[config.mk]
export PLATFORM = sky130hd
export DESIGN_NAME = nexys_starship_spawn_sched
export DESIGN_NICKNAME = d
export VERILOG_FILES = /design/src/rtl/nexys_starship_spawn_sched.sv
export SDC_FILE = /design/constraint.sdc
export NUM_CORES = 1
export LEC_CHECK = 0
export ABC_AREA = 0
export BUFFER_PORTS_ARGS = -buffer_cell sky130_fd_sc_hd__buf_2
export CELL_PAD_IN_SITES_DETAIL_PLACEMENT = 1
export CELL_PAD_IN_SITES_GLOBAL_PLACEMENT = 1
export CORE_ASPECT_RATIO = 0.6
export CORE_MARGIN = 5
export CORE_UTILIZATION = 44
export CTS_CLUSTER_SIZE = 25
export DETAILED_ROUTE_END_ITERATION = 8
export HOLD_SLACK_MARGIN = 0.15
export PLACE_DENSITY = 0.9
export SYNTH_ARGS = -nofsm -noshare
export SYNTH_HDL_FRONTEND = slang
export SYNTH_SLANG_ARGS = --single-unit
[constraint.sdc]
create_clock -name Clk -period 4.4 [get_ports Clk]
set_input_delay 0.22 -clock Clk [delete_from_list [all_inputs] [get_ports Clk]]
set_output_delay 0.22 -clock Clk [all_outputs]
set_load 0.05 [all_outputs]
[src/rtl/nexys_starship_spawn_sched.sv]
// Monster spawn scheduler for the four Nexys Starship lanes: paced one-hot grants, kills, score, level.
// Define NEXYS_SPAWN_LFSR_EN to offset the round-robin search start with a 16-bit LFSR.
//
// state | meaning
// IDLE  | waiting for play_flag from the top-level game FSM
// RUN   | game live: spawning monsters, counting kills
// OVER  | a lane reported gameover; broadcast until play_flag drops
module nexys_starship_spawn_sched #(
    parameter int BASE_INTERVAL   = 8,
    parameter int MIN_INTERVAL    = 2,
    parameter int KILLS_PER_LEVEL = 4,
    parameter int MAX_LEVEL       = 7
) (
    input  logic       Clk,
    input  logic       Reset,
    input  logic       timer_tick,
    input  logic       play_flag,
    input  logic [3:0] lane_empty,
    input  logic [3:0] lane_monster,
    input  logic [3:0] lane_gameover,
    output logic [3:0] lane_random,
    output logic       gameover_ctrl,
    output logic [2:0] level,
    output logic [7:0] score,
    output logic       q_Idle,
    output logic       q_Run,
    output logic       q_Over
);
    localparam int            CW     = $clog2(BASE_INTERVAL + 2);
    localparam logic [CW-1:0] BASE_C = CW'(BASE_INTERVAL);
    localparam logic [CW-1:0] MIN_C  = CW'(MIN_INTERVAL);
    localparam logic [7:0]    KPL8   = 8'(KILLS_PER_LEVEL);
    localparam logic [2:0]    MAXL3  = 3'(MAX_LEVEL);

    typedef enum logic [2:0] {
        S_IDLE = 3'b001,
        S_RUN  = 3'b010,
        S_OVER = 3'b100
    } state_t;

    state_t state, state_nxt;

    logic [CW-1:0] cnt, cnt_eff, interval;
    logic [1:0]    rr_ptr, start, pick_idx;
    logic          pick_vld;
    logic [3:0]    elig, mon_q, mon_qq, kill_vec;
    logic [2:0]    active, cap, kills;
    logic [8:0]    score_sum;
    logic [7:0]    kil, kil_sum;
    logic          level_up, kill_en, grant_vld, enter_run, spawn;

    always_ff @(posedge Clk) begin
        if (Reset) state <= S_IDLE;
        else       state <= state_nxt;
    end

    always_comb begin
        state_nxt = state;
        case (state)
            S_IDLE:  if (play_flag)      state_nxt = S_RUN;
            S_RUN:   if (|lane_gameover) state_nxt = S_OVER;
            S_OVER:  if (!play_flag)     state_nxt = S_IDLE;
            default:                     state_nxt = S_IDLE;
        endcase
    end

    assign enter_run = (state == S_IDLE) && play_flag;
    assign q_Idle    = (state == S_IDLE);
    assign q_Run     = (state == S_RUN);
    assign q_Over    = (state == S_OVER);

    always_comb begin
        if (BASE_C > MIN_C + CW'(level)) interval = BASE_C - CW'(level);
        else                              interval = MIN_C;
    end

    // A 3-bit level tops out at 1 + 7/2 = 4, so the cap of 4 lanes needs no clamp.
    assign cap    = {1'b0, level[2:1]} + 3'd1;
    assign active = {2'b0, lane_monster[0]} + {2'b0, lane_monster[1]}
                  + {2'b0, lane_monster[2]} + {2'b0, lane_monster[3]};
    assign elig   = lane_empty & ~lane_monster;

`ifdef NEXYS_SPAWN_LFSR_EN
    logic [15:0] lfsr;

    always_ff @(posedge Clk) begin
        if (Reset)           lfsr <= 16'hACE1;
        else if (timer_tick) lfsr <= {lfsr[14:0], lfsr[15] ^ lfsr[13] ^ lfsr[12] ^ lfsr[10]};
    end

    assign start = rr_ptr + lfsr[1:0];
`else
    assign start = rr_ptr;
`endif

    always_comb begin : search
        logic [1:0] idx;
        idx      = 2'd0;
        pick_vld = 1'b0;
        pick_idx = 2'd0;
        for (int i = 0; i < 4; i++) begin
            idx = start + 2'(i);
            if (!pick_vld && elig[idx]) begin
                pick_vld = 1'b1;
                pick_idx = idx;
            end
        end
    end

    assign grant_vld = |lane_random;
    assign cnt_eff   = cnt + CW'(timer_tick);
    // Gameover on the same cycle suppresses the spawn.
    assign spawn     = (state == S_RUN) && !grant_vld && !(|lane_gameover)
                     && (cnt_eff >= interval) && (active < cap) && pick_vld;

    assign kill_en   = (state == S_RUN) && !(|lane_gameover);
    assign kill_vec  = kill_en ? (mon_qq & ~mon_q) : 4'b0000;
    assign kills     = {2'b0, kill_vec[0]} + {2'b0, kill_vec[1]}
                     + {2'b0, kill_vec[2]} + {2'b0, kill_vec[3]};
    assign score_sum = {1'b0, score} + {6'b0, kills};
    assign kil_sum   = kil + {5'b0, kills};
    assign level_up  = (kil_sum >= KPL8);

    always_ff @(posedge Clk) begin
        if (Reset) begin
            lane_random   <= 4'b0000;
            gameover_ctrl <= 1'b0;
            rr_ptr        <= 2'd0;
            cnt           <= '0;
            mon_q         <= 4'b0000;
            mon_qq        <= 4'b0000;
        end else begin
            gameover_ctrl <= (state_nxt == S_OVER);
            mon_q         <= lane_monster;
            mon_qq        <= mon_q;

            if (state_nxt != S_RUN)               lane_random <= 4'b0000;
            else if (spawn)                       lane_random <= 4'b0001 << pick_idx;
            else if (|(lane_random & lane_monster)) lane_random <= 4'b0000;

            if (spawn) rr_ptr <= pick_idx + 2'd1;

            // Counter saturates at the interval while cap or eligibility blocks a spawn.
            if (enter_run || spawn)
                cnt <= '0;
            else if ((state == S_RUN) && !grant_vld && timer_tick && (cnt < interval))
                cnt <= cnt + 1'b1;
        end
    end

    always_ff @(posedge Clk) begin
        if (Reset || enter_run) begin
            score <= 8'd0;
            level <= 3'd0;
            kil   <= 8'd0;
        end else begin
            score <= score_sum[8] ? 8'hFF : score_sum[7:0];
            kil   <= level_up ? (kil_sum - KPL8) : kil_sum;
            if (level_up && (level < MAXL3)) level <= level + 3'd1;
        end
    end

endmodule

Yosys cells after proc, flatten, opt, wreduce, memory -nomap -nowiden
Index checks and enable logic that the tools add are counted.
- bits in registers: 41
- input port bits: 16
- output and inout port bits: 19
- logic and storage cells: 102
- add/sub/neg operators: 19
- order comparisons: 10
- equality and inequality tests: 5
- shifts and indexed selects: 1
- muxes and demuxes: 26
- bitwise operators: 5
- reduce and logical (&&, ||, !) cells: 26
- operators with widths (cell ; count):
    two-way mux 4 bit ; 4
    two-way mux 8 bit ; 2
    logical AND 1 bit ; 13
    AND 4 bit ; 3
    less-than comparator 2 x 3 -> 1 bit (second input constant) ; 4
    OR reduction 4 bit ; 3
    adder 8 x 3 -> 9 bit ; 1
    two-way mux 3 bit ; 3
    case mux 3 bit (3 select lines) ; 1
    adder 8 x 3 -> 8 bit ; 1
    binary-select mux 1 bit (select 2 bit) ; 4
    greater-or-equal comparator 8 x 3 -> 1 bit (second input constant) ; 1
    two-way mux 1 bit ; 8
    two-way mux 2 bit ; 4
    inverter 4 bit ; 2
    subtractor 8 x 3 -> 8 bit (second input constant) ; 1
    adder 2 x 1 -> 3 bit ; 2
    adder 3 x 1 -> 3 bit ; 2
    == test 3 bit (second input constant) ; 2
    zero test 1 bit ; 5
    adder 1 x 1 -> 2 bit ; 2
    adder 2 x 1 -> 2 bit (second input constant) ; 2
    adder 2 bit (second input constant) ; 2
    adder 2 x 3 -> 4 bit (first input constant) ; 1
    other kinds (17) ; 19

Longest topological paths before layout
Gate-level depths: netlist of run 1.
- word-level depth: 17
- depth in mapped cells: 20
- gate-level depth less buffers: 19

Worst setup path before layout of run 1
No wires, ideal clock.
- kind: reg-to-reg
- from: reg state[2]
- to: reg level[2]
- library setup time: 0.131 ns
- arrival: 4.635 ns
- required time: 4.269 ns
- path slack: -0.366 ns
- stages on the path, launching flop included: 21
- path buffers: 1
- period minus slack after synthesis: 4.766 ns
- cell sequence: dfxtp_1 -> nand2b_1 -> nor2_1 -> nand2_1 -> nor3b_1 -> fa_1 -> ha_1 -> ha_1 -> ha_1 -> a21oi_1 -> o21ai_1 -> xor2_1 -> inv_1 -> ha_1 -> inv_1 -> o31ai_1 -> inv_1 -> o2111ai_2 -> buf_6 -> a21o_1 -> a21oi_2
- cells in the longest elaborated chain, start to end: 9
- elaborated cells between the ends (all ways): 12
- those cells by class: add/sub (4); order compare (1); eq/ne (2); mux (1); reduce/logical (4)
- ends and longest elaborated chain (element ; RTL line ; RTL):
    from (decl) ; 41 ; state_t state, state_nxt;
    from (signal assigned) ; 54 ; else state <= state_nxt;
    == test 3 x 2 -> 1 bit * ; -- ;
    net q_Run ; 26 ; output logic q_Run,
    logical AND 1 bit * ; 116 ; assign kill_en = (state == S_RUN) && !(|lane_gameover);
    two-way mux 4 bit * ; 117 ; assign kill_vec = kill_en ? (mon_qq & ~mon_q) : 4'b0000;
    adder 1 x 1 -> 2 bit ; 118 ; assign kills = {2'b0, kill_vec[0]} + {2'b0, kill_vec[1]}
    adder 2 x 1 -> 3 bit ; 119 ; + {2'b0, kill_vec[2]} + {2'b0, kill_vec[3]};
    adder 3 x 1 -> 3 bit * ; 119 ;
    adder 8 x 3 -> 8 bit * ; 121 ; assign kil_sum = kil + {5'b0, kills};
    greater-or-equal comparator 8 x 3 -> 1 bit * ; 122 ; assign level_up = (kil_sum >= KPL8);
    logical AND 1 bit * ; 159 ; if (level_up && (level < MAXL3)) level <= level + 3'd1;
    to (signal assigned) ; 159 ;
    to (decl) ; 23 ; output logic [2:0] level,
Mark *: on every way through the listed nets, which the timed path passes. The rest lies on a longest branch.
A chain may end at the register's enable or synchronous reset.

Final worst setup path of run 1
- from: reg state[2]
- to: reg level[1]
- cells in the longest elaborated chain, start to end: 9
- elaborated cells between the ends (all ways): 12
- those cells by class: add/sub (4); order compare (1); eq/ne (2); mux (1); reduce/logical (4)
- ends and longest elaborated chain (element ; RTL line):
    == test 3 x 2 -> 1 bit ; 116
    logical AND 1 bit ; 116
    two-way mux 4 bit ; 117
    adder 1 x 1 -> 2 bit ; 118
    adder 2 x 1 -> 3 bit ; 119
    adder 3 x 1 -> 3 bit ; 119
    adder 8 x 3 -> 8 bit ; 121
    greater-or-equal comparator 8 x 3 -> 1 bit ; 122
    logical AND 1 bit ; 159
Several ways; a longest one is shown, not always the timed one.

==> results of run 1 <==
repair_timing:
action	4_1_cts	5_1_grt
pin swaps	0	1
setup endpoints to repair	3	7
endpoints found under the hold margin	0	0
buffers inserted	0	0
gates resized for setup	4	6
state kept, by name (all words and copies together), names as in the netlist:
name	count
kil	8
score	8
cnt	4
lane_random	4
mon_q	4
mon_qq	4
level	3
state	3
rr_ptr	2
gameover_ctrl	1
placed cells by master, fill, tap and decap left out, types with 3 or more instances in the layout:
master / count
xor2_1: 7
nor3_1: 7
nor2b_1: 12
a21o_1: 8
inv_1: 17
nor2_1: 20
fa_1: 4
buf_4: 9
a21oi_1: 19
mux2i_1: 3
xnor2_1: 10
a211oi_1: 3
nand4_1: 8
dfxtp_1: 41
o31ai_1: 4
and2_1: 9
ha_1: 30
nor3b_1: 5
nand2_1: 20
clkbuf_8: 5
or3b_1: 3
nand3_1: 11
a22o_1: 3
nand2b_1: 5
o21ai_0: 6
buf_2: 34
cell type report:
cell class              count  area (µm²)
clock buffers               6       72.57
inverters                  18       67.56
well taps                  80       100.1
repair buffers             43       237.7
fillers                   707        2619
multi-input cells         236        1800
clock inverters             2       10.01
flip-flops and latches     41       820.8
stage by stage:
stage / hold slack (ns) / std cells
final: 0.2058 / 426
after global routing: 0.2222 / 426
after global placement: 0.4569 / 418
after CTS: 0.1982 / 426
after detailed placement: 0.4671 / 418
after floorplan: 0.2916 / 303
how the worst max path moves through the flow:
stage,startpoint,end,cells after the start
floorplan,state[2],level[2],20
global placement,lane_gameover[1],kil[2],20
detailed placement,lane_gameover[1],level[1],19
CTS,state[2],level[1],19
global route,state[2],level[0],17
finish,state[2],level[1],16
metal layers:
layer | GRT usage (%) | part of all wire [%] | up-vias
met5 | 0 | 0 | -
li1 | - | - | 1157
met2 | 31.79 | 47 | 32
met1 | 25.09 | 48 | 1098
met4 | 7.104 | 1.6 | 0
met3 | 4.228 | 3.6 | 12
cell families (layout without fill, tap and decap cells):
logic type      count (synthesis)  in the layout
fa+ha+maj                      35             35
xor+xnor                       19             19
buf+inv                        26             69
compound gates                 63             63
simple gates                  116            116
flops                          41             41
mux                             3              3
power by group:
| part | leakage [nW] | internal [W] | switching (W) |
|---|---|---|---|
| clock | 0.0450 | 0.000110 | 0.000140 |
| combinational | 0.958 | 0.000362 | 0.000431 |
| sequential | 0.332 | 0.000407 | 0.0000520 |
==> out/summary.txt, run 1 <==
top-area cell type share of the netlist area = 30.81%
async set-or-reset flop fraction in the synthesized netlist = 0%
Yosys top cell by area = dfxtp_1
synth unique cells = 52
Worst Hold Class = in -> reg
P_leak = 1.335 nW
Synth warnings = 0
num ports = 35
First-pass DRT Iterations = 4
commonest cells in the netlist = 41 x dfxtp_1, 31 x ha_1, 21 x nand2_1, 21 x nor2_1, 20 x a21oi_1
final hold vios = 0
Critical R2R Launch = state[2]
Post-Route Utilization = 54.28%
global-route total usage across every layer = 19.36%
critical path type = reg -> reg
detailed-route via count = 2299
fin area = 0.003109 mm²
FF-to-FF path depth = 16
worst-path fanout max = 9
number of synthesized flops with an enable pin = 0
Avg Cell Area, Syn = 8.791 µm²
initial DRC count = 94
most frequent cell after synthesis = dfxtp_1
clock tree sinks = 41
Seq/Total Area, Yosys = 30.81%
PortBufs = 34
status = complete, no violations
fin nets = 396
initial antenna violation count = 0
DP HPWL = 5.763 mm
Root Buffer = clkbuf_8
Fmax = 0.2424 GHz
drt wl/cell = 17.42 µm
Post-Place Setup Slack = -0.1527 ns
Placer Congestion = 0.8158
drt drc = 0
post-synthesis mux area share = 1.127%
most numerous cell on the critical path = ha_1
hold wc startpoint = lane_monster[2]
critical path endpoint category = register
cell area after synthesis = 0.002664 mm²
Setup TNS Final = 0 ns
delay of the slowest cell on the worst path = 0.44 ns
crit path cell chain = nand2b_1, nor2_4, nand2_2, nor3b_2, fa_1, ha_1, ha_1, fa_1, xnor2_1, ha_1, inv_1, o31ai_2, inv_1, o2111ai_4, a211oi_1, a41o_1
Clk Latency, worst-skew pair = 0.30 ns
clk slew on worst S/H paths = 0.08 ns
Max Cap Viol = 0
site row count = 21
largest family of logic cells by synthesized area = simple AND/OR/NAND/NOR gates
Synth Area in Adders = 17.57%
Synth Area in XOR/XNOR = 6.811%
compound-gate portion of the synthesized area = 16.25%
Die X = 110.5 µm
Startpoint Class = register
CP max stage cell = fa_1
Worst VDD drop = 0.4203 mV
RR Endpoint = level[1]
first-pass GRT wire length = 12.28 mm
Total Power = 0.001502 W
Net Count, Synth = 354
post-route clock period utilization = 93.77%
Area Growth Syn to Fin = 16.72%
Syn Inst Count = 303
GRT overflow = 0
largest net degree at the start of global routing = 19
Post-CTS Hold Buffers = 0
CP required = 4.60 ns
Main synth FF type = dfxtp_1
Antenna Cells = 0
internal reg-to-reg setup slack = 0.27 ns
pwr/cell area = 483.1 mW/mm²
CP Buf/Inv Count = 2
Starting Density = 46.51%
Worst-Margin Slew = 0.6889 ns
CP arrival = 4.33 ns
Routed WL = 7.420 mm
die height = 70.27 µm
simple-gate share of the synthesized area = 23.44%
Worst Skew = 0.009813 ns
Final Worst Setup Slack = 0.2741 ns
vias in the first global route = 2448
Max Slew Vio Count = 0
post-route minimum period = 4.126 ns
DR vias/cell = 5.397
antenna-violating nets left = 0
CTS HTree Levels = 2
Slew HR = 54.07%
Final Setup Violations = 0
Core Footprint = 0.005728 mm²
total CTS buffers = 5
Worst Hold Depth = 2
placed inst area = 0.002970 mm²
cell family with most CP delay = adder cells
top cells by area, synth = dfxtp_1 31%, ha_1 15%, a21oi_1 3.8%
CTS tree = built
Seq cells post-synth = 41
clk buf depth = 2
worst hold path endpoint = mon_q[2]
Die ar. = 0.007761 mm²
share of cells above drive strength 1 = 19.36%
No activity file was read; power rests on OpenSTA's default activity.
==> inputs of run 2 (changes only) <==
- CORE_UTILIZATION: 44 -> 40
- PLACE_DENSITY: 0.9 -> 0.74
- SKIP_CTS_REPAIR_TIMING: default -> 1
==> out/summary.txt, run 2 (synthesis gave the netlist of run 1 again) <==
most numerous cell on the critical path = buf_4
crit path cell chain = nand2b_1, nor2_4, nand2_2, nor3b_2, fa_1, ha_1, ha_1, buf_4, fa_1, xnor2_1, buf_4, inv_1, ha_2, o31ai_4, inv_1, o2111ai_4, buf_4, a21o_1, a21oi_2
global-route total usage across every layer = 17.40% (-2.0 points)
Max Cap Viol = 0 (unchanged)
drt drc = 0 (unchanged)
CP max stage cell = fa_1
post-route clock period utilization = 94.28% (+0.51 points)
CP arrival = 4.37 ns (+0.04 ns)
Fmax = 0.2411 GHz (-0.54%)
DR vias/cell = 5.338 (-1.1%)
RSZ-0062 raised after global routing = false
Final Setup Violations = 0 (unchanged)
vias in the first global route = 2366 (-3.3%)
largest net degree at the start of global routing = 19 (unchanged)
Starting Density = 40.60% (-5.9 points)
num ports = 35 (unchanged)
Antenna Cells = 0 (unchanged)
GRT overflow = 0 (unchanged)
critical path type = reg -> reg
Total Power = 0.001583 W (+5.4%)
CP Buf/Inv Count = 5 (+3)
Worst Skew = 0.003916 ns (-0.005897 ns)
Die X = 115.4 µm (+4.4%)
P_leak = 1.349 nW (+1.0%)
post-route minimum period = 4.148 ns (+0.02240 ns)
detailed-route via count = 2322 (+1.0%)
die height = 73.21 µm (+4.2%)
total CTS buffers = 5 (unchanged)
Placer Congestion = 0.8198 (+0.49%)
Worst VDD drop = 0.3707 mV (-12%)
clk slew on worst S/H paths = 0.08 ns (about the same)
drt wl/cell = 16.15 µm (-7.3%)
cell family with most CP delay = adder cells
final hold vios = 0 (unchanged)
PortBufs = 34 (unchanged)
first-pass GRT wire length = 11.66 mm (-5.1%)
Routed WL = 7.027 mm (-5.3%)
Slew HR = 58.48% (+4.4 points)
largest registers = kil: 8 flops, score: 8 flops
Worst Hold Class = in -> reg
commonest non-fill, non-tap cell in the layout = dfxtp_1
Max Slew Vio Count = 0 (unchanged)
CTS tree = built
delay of the slowest cell on the worst path = 0.43 ns (about the same)
status = complete, no violations
Worst-Margin Slew = 0.6229 ns (-0.06607 ns)
worst-path fanout max = 9 (unchanged)
Startpoint Class = register
antenna-violating nets left = 0 (unchanged)
clock tree sinks = 41 (unchanged)
Core Footprint = 0.006561 mm² (+15%)
pwr/cell area = 504.4 mW/mm² (+4.4%)
initial DRC count = 73 (-22%)
DP HPWL = 5.533 mm (-4.0%)
critical path endpoint category = register
Area Growth Syn to Fin = 17.85%
fin nets = 398 (+0.51%)
Root Buffer = clkbuf_8
Clk Latency, worst-skew pair = 0.29 ns (about the same)
initial antenna violation count = 0 (unchanged)
share of cells above drive strength 1 = 20.11% (+0.75 points)
Die ar. = 0.008445 mm² (+8.8%)
commonest cells after routing, fill and taps aside = 41 x dfxtp_1, 34 x buf_2, 30 x ha_1, 20 x nor2_1, 20 x nand2_1
fin area = 0.003139 mm² (+0.97%)
CTS HTree Levels = 2 (unchanged)
CP required = 4.63 ns (+0.03 ns)
clk buf depth = 2 (unchanged)
site row count = 23 (+9.5%)
placed inst area = 0.002979 mm² (+0.29%)
First-pass DRT Iterations = 5 (+1)
internal reg-to-reg setup slack = 0.25 ns (-0.02 ns)
run 2: cell count changes in the layout (fill, tap and decap cells not counted), sizes merged:
cell / previous run / this run
clkbuf: 6 / 5
clkinvlp: 0 / 1
buf: 43 / 45
run 2: per-stage QoR:
stage / TNS, ns / hold slack [ns] / utilization, % / setup slack, ns / std cells
CTS: -0.2426 / 0.2080 / 46.72 / -0.1038 / 433
detailed placement: -0.8355 / 0.4669 / 45.40 / -0.2253 / 425
floorplan: 0 / 0.2916 / - / 0.1387 / 303
global placement: 0 / 0.4519 / 45.40 / 0.07000 / 425
finish: 0 / 0.2160 / 47.85 / 0.2517 / 435
global route: 0 / 0.2275 / 47.85 / 0.01553 / 435
run 2: cell type report:
type | count | area (µm²)
Clock inverter | 3 | 17.52
Inverter | 18 | 67.56
Multi-Input combinational cell | 236 | 1799
Sequential cell | 41 | 820.8
Tap cell | 87 | 108.9
Fill cell | 794 | 3422
Clock buffer | 5 | 68.82
Timing Repair Buffer | 45 | 256.5
run 2: path summary, 6_finish.rpt:
| path | start | cells after the start | end |
|---|---|---|---|
| setup reg to reg | state[2] | 19 | level[2] |
| hold / removal | play_flag | 3 | state[2] |
| hold reg to reg | mon_q[2] | 1 | mon_qq[2] |
| setup / recovery | state[2] | 19 | level[2] |
run 2: power by group:
part / total, W / switching [W] / internal [W]
Clock: 0.000245 / 0.000136 / 0.000110
Sequential: 0.000461 / 0.0000533 / 0.000407
Combinational: 0.000878 / 0.000454 / 0.000424
Total: 0.00158 / 0.000643 / 0.000941
run 2: tightest hold or removal path, stage by stage:
cell and delay (ns):
buf_2 0.11, nand2_1 0.07, a21oi_1 0.06
run 2: per-layer routing:
metal | share of wire, % | vias to the layer above | global-route usage, %
li1 | - | 1158 | -
met1 | 50 | 1119 | 24.04
met2 | 46 | 41 | 28.97
met3 | 3.8 | 4 | 2.983
met4 | 0.63 | 0 | 3.125
met5 | 0 | - | 0
==> inputs of run 3 (changes only) <==
- ABC_AREA: 0 -> 1
- PLACE_DENSITY: 0.74 -> 0.77
==> out/summary.txt, run 3 <==
Die X = 117.0 µm (+1.4%)
top-area cell type share of the netlist area = 29.89% (-0.93 points)
largest net degree at the start of global routing = 12 (-7)
final hold vios = 0 (unchanged)
CTS HTree Levels = 2 (unchanged)
Critical Path Stages = 22 (+3)
Root Buffer = clkbuf_16
most frequent cell after synthesis = nand2_1
Startpoint Class = register
CP arrival = 4.18 ns (-0.19 ns)
Seq/Total Area, Yosys = 29.89% (-0.93 points)
Worst-Margin Slew = 0.8723 ns (+0.2495 ns)
site row count = 23 (unchanged)
FF-to-FF path depth = 22 (+3)
Starting Density = 41.14% (+0.54 points)
post-route minimum period = 4.008 ns (-0.1407 ns)
Antenna Cells = 0 (unchanged)
Max Cap Viol = 0 (unchanged)
commonest cells after routing, fill and taps aside = 81 x nand2_1, 60 x inv_1, 45 x nor2_1, 41 x dfxtp_1, 34 x buf_2
Placer Congestion = 0.8040 (-1.9%)
Syn Inst Count = 391 (+29%)
Area Growth Syn to Fin = 14.62%
hold wc startpoint = lane_monster[1]
Main synth FF type = dfxtp_1
initial antenna violation count = 0 (unchanged)
Fin Hold WS = 0.2127 ns (-0.003334 ns)
total CTS buffers = 5 (unchanged)
Total Power = 0.001358 W (-14%)
post-route clock period utilization = 91.08% (-3.2 points)
most numerous cell on the critical path = nand2_1
cell family with most CP delay = adder cells
vias in the first global route = 2621 (+11%)
Setup TNS Final = 0 ns (unchanged)
Post-Route Utilization = 47.15% (-0.69 points)
worst-path fanout max = 6 (-3)
Slew HR = 41.63% (-17 points)
Synth warnings = 0 (unchanged)
Yosys top cell by area = dfxtp_1
top cells by area, synth = dfxtp_1 30%, ha_1 14%, nand2_1 11%
Finished Layout Cells = 515 (+18%)
num ports = 35 (unchanged)
Fmax = 0.2495 GHz (+3.5%)
Inst Count DP = 508 (+20%)
CP Buf/Inv Count = 3 (-2)
pwr/cell area = 431.3 mW/mm² (-14%)
crit path cell chain = inv_1, nand3_1, nor2_2, inv_1, nor2_1, fa_1, ha_1, ha_1, ha_1, nand2_1, nand2_1, nand2_1, nand2_2, xnor2_2, ha_1, inv_1, nor2_1, nand3_1, nor2_2, nand2_1, nand2_1, nor2_1
commonest non-fill, non-tap cell in the layout = nand2_1
Die ar. = 0.008678 mm² (+2.8%)
Seq cells post-synth = 41 (unchanged)
Worst VDD drop = 0.1368 mV (-63%)
synth unique cells = 36 (-31%)
Clk Latency, worst-skew pair = 0.28 ns (about the same)
Worst Skew = 0.004888 ns (+0.0009717 ns)
First-pass DRT Iterations = 4 (-1)
RSZ-0062 raised after global routing = false
critical path type = reg -> reg
drt wl/cell = 13.92 µm (-14%)
initial DRC count = 50 (-32%)
Final Setup Violations = 0 (unchanged)
Worst Hold Class = in -> reg
async set-or-reset flop fraction in the synthesized netlist = 0% (unchanged)
fin nets = 479 (+20%)
commonest cells in the netlist = 81 x nand2_1, 60 x inv_1, 46 x nor2_1
number of synthesized flops with an enable pin = 0 (unchanged)
Worst Hold Depth = 3 (unchanged)
clk buf depth = 2 (unchanged)
status = complete, no violations
Max Slew Vio Count = 0 (unchanged)
Core Footprint = 0.006676 mm² (+1.8%)
CTS tree = built
Critical Path Source = state[2]
P_leak = 1.587 nW (+18%)
clock tree sinks = 41 (unchanged)
Routed WL = 7.167 mm (+2.0%)
die height = 74.19 µm (+1.3%)
critical path endpoint category = register
Avg Cell Area, Syn = 7.024 µm² (-20%)
global-route total usage across every layer = 17.60% (+0.20 points)
cell area after synthesis = 0.002746 mm² (+3.1%)
PortBufs = 34 (unchanged)
Net Count, Synth = 442 (+25%)
DP HPWL = 5.913 mm (+6.9%)
DR vias/cell = 5.008 (-6.2%)
delay of the slowest cell on the worst path = 0.45 ns (+0.02 ns)
GRT overflow = 0 (unchanged)
CP required = 4.58 ns (-0.05 ns)
CP max stage cell = fa_1
first-pass GRT wire length = 12.17 mm (+4.4%)
Critical R2R Launch = state[2]
share of cells above drive strength 1 = 13.08% (-7.0 points)
largest registers = kil: 8 flops, score: 8 flops
antenna-violating nets left = 0 (unchanged)
drt drc = 0 (unchanged)
clk slew on worst S/H paths = 0.06 ns (-0.02 ns)
detailed-route via count = 2579 (+11%)
-- run 3: changes by cell type in the layout (fill, tap and decap cells not counted), sizes merged, moves of 9 or more --
cell / change
nand2: +64
inv: +45
nor2: +27
nand3: +20
o21ai: +15
nor2b: -12
buf: -11
xnor2: -10
and2: -9
-- run 3: path summary, 6_finish.rpt --
check,to,slack (ns)
setup / recovery,kil[3],0.39
hold reg to reg,mon_qq[0],0.44
hold / removal,mon_q[1],0.21
setup reg to reg,kil[3],0.39
-- run 3: logic make-up (layout without fill, tap and decap cells) --
family	after synthesis	after routing	share of synthesized area, %
DFF	41	41	29.89
and+or+nand+nor	183	183	29.02
buffers and inverters	67	104	9.522
xor gates and xnor gates	9	9	3.417
adders and majority gates	35	35	17.04
AOI/OAI and AO/OA	56	56	11.12
-- run 3: layout make-up --
cell class                      instances  area [µm²]
Inverter                               63       239.0
Clock buffer                            7       142.6
Sequential cell                        41       820.8
Multi-Input combinational cell        283        1667
Tap cell                               87       108.9
Fill cell                             884        3528
Timing Repair Buffer                   34       170.2
-- run 3: power breakdown --
| part | switching [W] | internal [W] | total [W] |
|---|---|---|---|
| sequential | 0.0000428 | 0.000417 | 0.000459 |
| combinational | 0.000372 | 0.000163 | 0.000536 |
| clock | 0.000140 | 0.000223 | 0.000363 |
-- run 3: metal layers --
layer / wire length (µm) / track usage [%] / up-vias
met5: 0 / 0 / -
li1: - / - / 1333
met2: 3154 / 28.29 / 24
met3: 249 / 3.902 / 5
met4: 38 / 3.053 / 0
met1: 3724 / 24.74 / 1217
-- run 3: tightest hold or removal path, cell delays in order --
cell and delay, ns:
buf_2 0.12, inv_1 0.07, nor2_1 0.04
-- run 3: through the flow --
step | area [µm²] | setup slack, ns
after floorplan | 2746 | 0.8843
after global placement | 3003 | 0.4731
after detailed placement | 3003 | 0.3221
after global routing | 3148 | 0.06491
after CTS | 3146 | 0.2935
final | 3148 | 0.3924
